`src/rtl/baccarat_datapath_if.sv`:
```
// Baccarat datapath bus: load strobes from the controller, card/score/status back.
interface baccarat_datapath_if;
  logic       load_pcard1;
  logic       load_pcard2;
  logic       load_pcard3;
  logic       load_dcard1;
  logic       load_dcard2;
  logic       load_dcard3;
  logic [3:0] pcard1;
  logic [3:0] pcard2;
  logic [3:0] pcard3;
  logic [3:0] dcard1;
  logic [3:0] dcard2;
  logic [3:0] dcard3;
  logic [3:0] pscore;
  logic [3:0] dscore;
  logic [2:0] cards_dealt;
  logic       load_error;

  modport master (
    output load_pcard1, load_pcard2, load_pcard3,
    output load_dcard1, load_dcard2, load_dcard3,
    input  pcard1, pcard2, pcard3, dcard1, dcard2, dcard3,
    input  pscore, dscore, cards_dealt, load_error
  );

  modport slave (
    input  load_pcard1, load_pcard2, load_pcard3,
    input  load_dcard1, load_dcard2, load_dcard3,
    output pcard1, pcard2, pcard3, dcard1, dcard2, dcard3,
    output pscore, dscore, cards_dealt, load_error
  );
endinterface

```
`src/rtl/baccarat_datapath.sv`:
```
// Baccarat datapath: free-running deck counter, six card slots loaded by
// one-hot strobes, combinational mod-10 hand scores, deal count and a
// sticky error for cycles with more than one strobe.
module baccarat_datapath #(
  parameter logic [3:0] FIRST_CARD = 4'd1
) (
  input logic                 slow_clock,
  input logic                 reset,
  baccarat_datapath_if.slave  bus
);

  logic [3:0] deck;
  logic [5:0] strobes;
  logic       single_load;
  logic       multi_load;
  logic [3:0] card_q [6];
  logic [2:0] dealt_q;
  logic       error_q;

  // Slot order: player 1..3 in bits 0..2, dealer 1..3 in bits 3..5.
  assign strobes = {bus.load_dcard3, bus.load_dcard2, bus.load_dcard1,
                    bus.load_pcard3, bus.load_pcard2, bus.load_pcard1};

  // Clearing the lowest set bit leaves something only when two or more are set.
  assign multi_load  = (strobes & (strobes - 6'd1)) != 6'd0;
  assign single_load = (strobes != 6'd0) && !multi_load;

  function automatic logic [3:0] card_value(input logic [3:0] c);
    return (c <= 4'd9) ? c : 4'd0;
  endfunction

  // Sum of three values is at most 27, so two conditional subtracts give mod 10.
  function automatic logic [3:0] hand_score(input logic [3:0] a,
                                            input logic [3:0] b,
                                            input logic [3:0] c);
    logic [4:0] sum;
    sum = {1'b0, card_value(a)} + {1'b0, card_value(b)} + {1'b0, card_value(c)};
    if (sum >= 5'd20)
      sum = sum - 5'd20;
    else if (sum >= 5'd10)
      sum = sum - 5'd10;
    return 4'(sum);
  endfunction

  // Deck advances every edge 1..13 and wraps; any out-of-range value recovers to 1.
  always_ff @(posedge slow_clock or posedge reset) begin
    if (reset)
      deck <= FIRST_CARD;
    else if (deck >= 4'd1 && deck <= 4'd12)
      deck <= deck + 4'd1;
    else
      deck <= 4'd1;
  end

  // A legal single strobe captures the pre-increment deck into its slot.
  always_ff @(posedge slow_clock or posedge reset) begin
    if (reset) begin
      for (int i = 0; i < 6; i++)
        card_q[i] <= 4'd0;
    end else if (single_load) begin
      for (int i = 0; i < 6; i++)
        if (strobes[i])
          card_q[i] <= deck;
    end
  end

  // Deal count saturates at 6; the error flag is sticky until reset.
  always_ff @(posedge slow_clock or posedge reset) begin
    if (reset) begin
      dealt_q <= 3'd0;
      error_q <= 1'b0;
    end else begin
      if (single_load && dealt_q != 3'd6)
        dealt_q <= dealt_q + 3'd1;
      if (multi_load)
        error_q <= 1'b1;
    end
  end

  assign bus.pcard1      = card_q[0];
  assign bus.pcard2      = card_q[1];
  assign bus.pcard3      = card_q[2];
  assign bus.dcard1      = card_q[3];
  assign bus.dcard2      = card_q[4];
  assign bus.dcard3      = card_q[5];
  assign bus.pscore      = hand_score(card_q[0], card_q[1], card_q[2]);
  assign bus.dscore      = hand_score(card_q[3], card_q[4], card_q[5]);
  assign bus.cards_dealt = dealt_q;
  assign bus.load_error  = error_q;

endmodule

```
`src/flat_wrapper.sv`:
```
// flat-port wrapper written by rule: the top's interface ports become plain ports
module baccarat_datapath_flat 
#(
  parameter logic [3:0] FIRST_CARD = 4'd1
)
  (slow_clock, reset, bus_load_pcard1, bus_load_pcard2, bus_load_pcard3, bus_load_dcard1, bus_load_dcard2, bus_load_dcard3, bus_pcard1, bus_pcard2, bus_pcard3, bus_dcard1, bus_dcard2, bus_dcard3, bus_pscore, bus_dscore, bus_cards_dealt, bus_load_error);
  baccarat_datapath_if bus_i ();
  input logic slow_clock;
  input logic reset;
  input wire logic [$bits(bus_i.load_pcard1)-1:0] bus_load_pcard1;
  input wire logic [$bits(bus_i.load_pcard2)-1:0] bus_load_pcard2;
  input wire logic [$bits(bus_i.load_pcard3)-1:0] bus_load_pcard3;
  input wire logic [$bits(bus_i.load_dcard1)-1:0] bus_load_dcard1;
  input wire logic [$bits(bus_i.load_dcard2)-1:0] bus_load_dcard2;
  input wire logic [$bits(bus_i.load_dcard3)-1:0] bus_load_dcard3;
  output wire logic [$bits(bus_i.pcard1)-1:0] bus_pcard1;
  output wire logic [$bits(bus_i.pcard2)-1:0] bus_pcard2;
  output wire logic [$bits(bus_i.pcard3)-1:0] bus_pcard3;
  output wire logic [$bits(bus_i.dcard1)-1:0] bus_dcard1;
  output wire logic [$bits(bus_i.dcard2)-1:0] bus_dcard2;
  output wire logic [$bits(bus_i.dcard3)-1:0] bus_dcard3;
  output wire logic [$bits(bus_i.pscore)-1:0] bus_pscore;
  output wire logic [$bits(bus_i.dscore)-1:0] bus_dscore;
  output wire logic [$bits(bus_i.cards_dealt)-1:0] bus_cards_dealt;
  output wire logic [$bits(bus_i.load_error)-1:0] bus_load_error;
  assign bus_i.load_pcard1 = bus_load_pcard1;
  assign bus_i.load_pcard2 = bus_load_pcard2;
  assign bus_i.load_pcard3 = bus_load_pcard3;
  assign bus_i.load_dcard1 = bus_load_dcard1;
  assign bus_i.load_dcard2 = bus_load_dcard2;
  assign bus_i.load_dcard3 = bus_load_dcard3;
  assign bus_pcard1 = bus_i.pcard1;
  assign bus_pcard2 = bus_i.pcard2;
  assign bus_pcard3 = bus_i.pcard3;
  assign bus_dcard1 = bus_i.dcard1;
  assign bus_dcard2 = bus_i.dcard2;
  assign bus_dcard3 = bus_i.dcard3;
  assign bus_pscore = bus_i.pscore;
  assign bus_dscore = bus_i.dscore;
  assign bus_cards_dealt = bus_i.cards_dealt;
  assign bus_load_error = bus_i.load_error;
  baccarat_datapath #(.FIRST_CARD(FIRST_CARD)) u_core (.slow_clock(slow_clock), .reset(reset), .bus(bus_i));
endmodule
```
`config.mk`:
```
export PLATFORM = sky130hd
export DESIGN_NAME = baccarat_datapath_flat
export DESIGN_NICKNAME = d
export VERILOG_FILES = /design/src/rtl/baccarat_datapath_if.sv /design/src/rtl/baccarat_datapath.sv /design/src/flat_wrapper.sv
export SDC_FILE = /design/constraint.sdc
export NUM_CORES = 1
export LEC_CHECK = 0
export BUFFER_PORTS_ARGS = -buffer_cell sky130_fd_sc_hd__buf_2
export CORE_MARGIN = 2
export CORE_UTILIZATION = 51
export DETAILED_ROUTE_END_ITERATION = 10
export HOLD_SLACK_MARGIN = 0.08
export PLACE_DENSITY = 0.86
export SETUP_SLACK_MARGIN = 0.15
export SYNTH_ARGS = -nofsm -noshare
export SYNTH_HDL_FRONTEND = slang
export SYNTH_SLANG_ARGS = --single-unit
```
`constraint.sdc`:
```
create_clock -name slow_clock -period 3.2 [get_ports slow_clock]
set_input_delay 0.64 -clock slow_clock [delete_from_list [all_inputs] [get_ports slow_clock]]
set_output_delay 0.64 -clock slow_clock [all_outputs]
set_load 0.005 [all_outputs]
```
==> flow_summary.ini <==
[outcome]
outcome = finished with violations
violations = negative setup slack

[yosys]
postSynthCellCount = 242
ys_ff_latch = 32
yosys.area.top_type = dfrtp_1
yosys.area.top_type_share = 0.326
ys_async_sr_fraction = 1.00
synth_nets = 277
ys_seq_area_frac = 0.338
syn_area_sq_um = 2380
synth_top_flop_cell = dfrtp_1
synth_edf_count = 0
yosysMostFrequentCell = dfrtp_1
yosys.cell_types.count = 45
synth_area_leaders = dfrtp_1, ha_1, fa_1
avgSynthCellArea_sq_um = 9.82
ys_top_cells_by_count = dfrtp_1, o21ai_0, inv_1
synth_warnings = 0

[pwr]
p_leak_nw = 1.67
p_per_area_nw_per_um2 = 875
ir_worst_vdd_mv = 0.438

[clock_network]
clockBufferDepth = 2
cts_sinks = 32
cts_tree = built
htreeDepth = 2
clkSlewWorstSetupHoldPaths_ns = 0.06
cts_made_buffers = 5
clk_latency_ns = 0.28
clock_tree.root_cell = clkbuf_8
hold_buffers = 0

[placed_design]
port_buffers = 43
gp_congestion = 0.788
place_hpwl_mm = 4.27
place_inst = 372

[layout]
areaGrowthSynthToFinish_pct = 40.4
seq_area_sq_um = 806
antenna-diode-count = 0
drive_above_1_share = 0.491
layout.nets = 372
n_fill_cell = 316
fin_cells = 390
multiInputGateArea_sq_um = 1670

[drt]
wl_per_cell_um = 14.8
drc = 0
avgViaCountPerCell = 5.31
ant_nets = 0
drt_iter0_markers = 47
drtPass1Iterations = 4
drt-total-wl_mm = 5.76
via_count = 2069

[timing]
slew_headroom = 0.678
fmax_mhz = 252
fin_crit_ns = 3.97
finalClockSkew_ns = 0.00436
setup_viol = 6
slew_viol_final = 0
fin_ws_ns = -0.771
rsz0062_at_grt = true
finalHoldViolations = 0
worst_pin_slew_ns = 0.480
hold_slack_ns = 0.445
fin_crit_sh = 1.24

[run]
drv_cap = 0

[worst_setup_path]
cp.arrival_ns = 3.33
crit_type = reg2out
cp_slowest_stage_delay_ns = 0.58
startpoint = u_core.bus.pcard3[3]
cp_cell_sequence = nand2b_4 > fa_1 > inv_2 > ha_4 > fa_2 > xnor2_2 > inv_2 > ha_4 > inv_2 > o32a_1 > nor2b_4 > o32ai_2 > buf_2
cp-start-kind = flop
path_max_fanout = 5
end_kind = output port
slowest_stage = fa_1
reg2reg_from = u_core.deck[0]
worstPathRequired_ns = 2.56
crit_top_cell = inv_2

[grt]
grt_first_pass_wirelength_mm = 9.52
grt_max_degree = 33
antenna_found_initial = 0
grt_pass1_vias = 2141
grt_remaining_overflow = 0
grt.total_usage = 0.235

[floorplan]
die_h_um = 72.3
fp.dieArea_sq_um = 5220
pin_count = 44
core-area_sq_um = 4410
initial_core_util = 0.538
die_x_um = 72.3
num_rows = 24

[hold_path]
holdCritPathClass = in2async
[registers in the layout (all words and copies together) (netlist names)]
signal,count
u_core.bus.cards_dealt,3
u_core.bus.dcard1,4
u_core.bus.dcard2,4
u_core.bus.dcard3,4
u_core.bus.load_error,1
u_core.bus.pcard1,4
u_core.bus.pcard2,4
u_core.bus.pcard3,4
u_core.deck,4
[power breakdown]
| group | leakage, nW | switching [mW] | internal [mW] |
|---|---|---|---|
| sequential | 0.391 | 0.0673 | 0.474 |
| combinational | 1.24 | 0.935 | 1.13 |
| clock | 0.0455 | 0.141 | 0.175 |
[layout by cell type, fill, tap and decap left out, types with 3 or more instances in the layout]
cell / netlist / final
inv_2: 1 / 8
dfrtp_2: 0 / 3
buf_6: 1 / 6
nand2b_1: 13 / 9
clkbuf_8: 0 / 6
buf_4: 0 / 44
xnor2_2: 2 / 5
nand3_1: 5 / 4
nand2b_4: 0 / 4
nor2b_1: 5 / 3
nor2_1: 11 / 10
nor3_1: 3 / 3
mux2_2: 12 / 12
and2_1: 7 / 6
o21ai_0: 28 / 24
inv_1: 22 / 14
nor3b_1: 7 / 5
buf_2: 2 / 43
fa_1: 10 / 6
nand2_1: 21 / 21
fa_2: 0 / 4
ha_1: 17 / 9
a21oi_1: 9 / 9
ha_4: 0 / 6
dfrtp_1: 31 / 28
[worst paths after layout]
kind / cells after the start / to / slack (ns)
hold reg to reg: 1 / u_core.deck[0] / 0.48
hold / removal: 3 / u_core.bus.dcard3[0] / 0.45
setup / recovery: 13 / bus_pscore[2] / -0.77
max in group asynchronous: 3 / u_core.deck[0] / 2.43
setup reg to reg: 5 / u_core.deck[1] / 1.66
min in group slow_clock: 1 / u_core.deck[0] / 0.48
[cell families (layout without fill, tap and decap cells)]
family	count (synthesis)	after routing	share of synthesized area
AOI/OAI and AO/OA	50	50	0.133
and+or+nand+nor	82	82	0.202
xor gates and xnor gates	8	8	0.0358
buffers and inverters	28	124	0.0484
muxes	15	15	0.0700
DFF	32	32	0.338
adders and majority gates	27	27	0.174
[metrics by stage]
stage               utilization  total power [mW]  setup TNS [ns]  instance area, sq um  setup WS, ns
global route              0.756              3.12           -4.44                  3340        -0.838
global placement          0.686              2.08           -1.20                  3030        -0.273
detailed placement        0.686              2.19           -2.08                  3030        -0.513
floorplan                     -              1.55          -0.603                  2480        -0.195
finish                    0.756              2.92           -3.84                  3340        -0.771
CTS                       0.746              2.83           -3.77                  3290        -0.770
[per-layer routing]
layer,vias up,wire length (um),part of all wire,global-route usage
li1,1016,-,-,-
met5,-,0,0,0
met3,11,154,0.027,0.0375
met1,1008,2350,0.41,0.270
met4,0,82,0.014,0.0671
met2,34,3170,0.55,0.444
[cell type report]
class,count,area share
Multi-Input combinational cell,182,0.502
Sequential cell,32,0.241
Timing Repair Buffer,93,0.184
Clock buffer,8,0.0270
Inverter,23,0.0266
Tap cell,52,0.0195
[repair_timing]
item                       4_1_cts  5_1_grt
setup endpoints to repair        6        6
pin swaps                       12        1
gates resized for setup         24       10
buffers inserted                 9        1
[critical path: cells and delay by family (launching register included)]
family | cells | cell delay, ns
AOI/OAI and AO/OA | 2 | 0.60
xor gates and xnor gates | 1 | 0.16
adders and majority gates | 4 | 1.24
buffers and inverters | 4 | 0.33
DFF | 1 | 0.41
and+or+nand+nor | 2 | 0.31
Power figures use the tool's default switching activity.
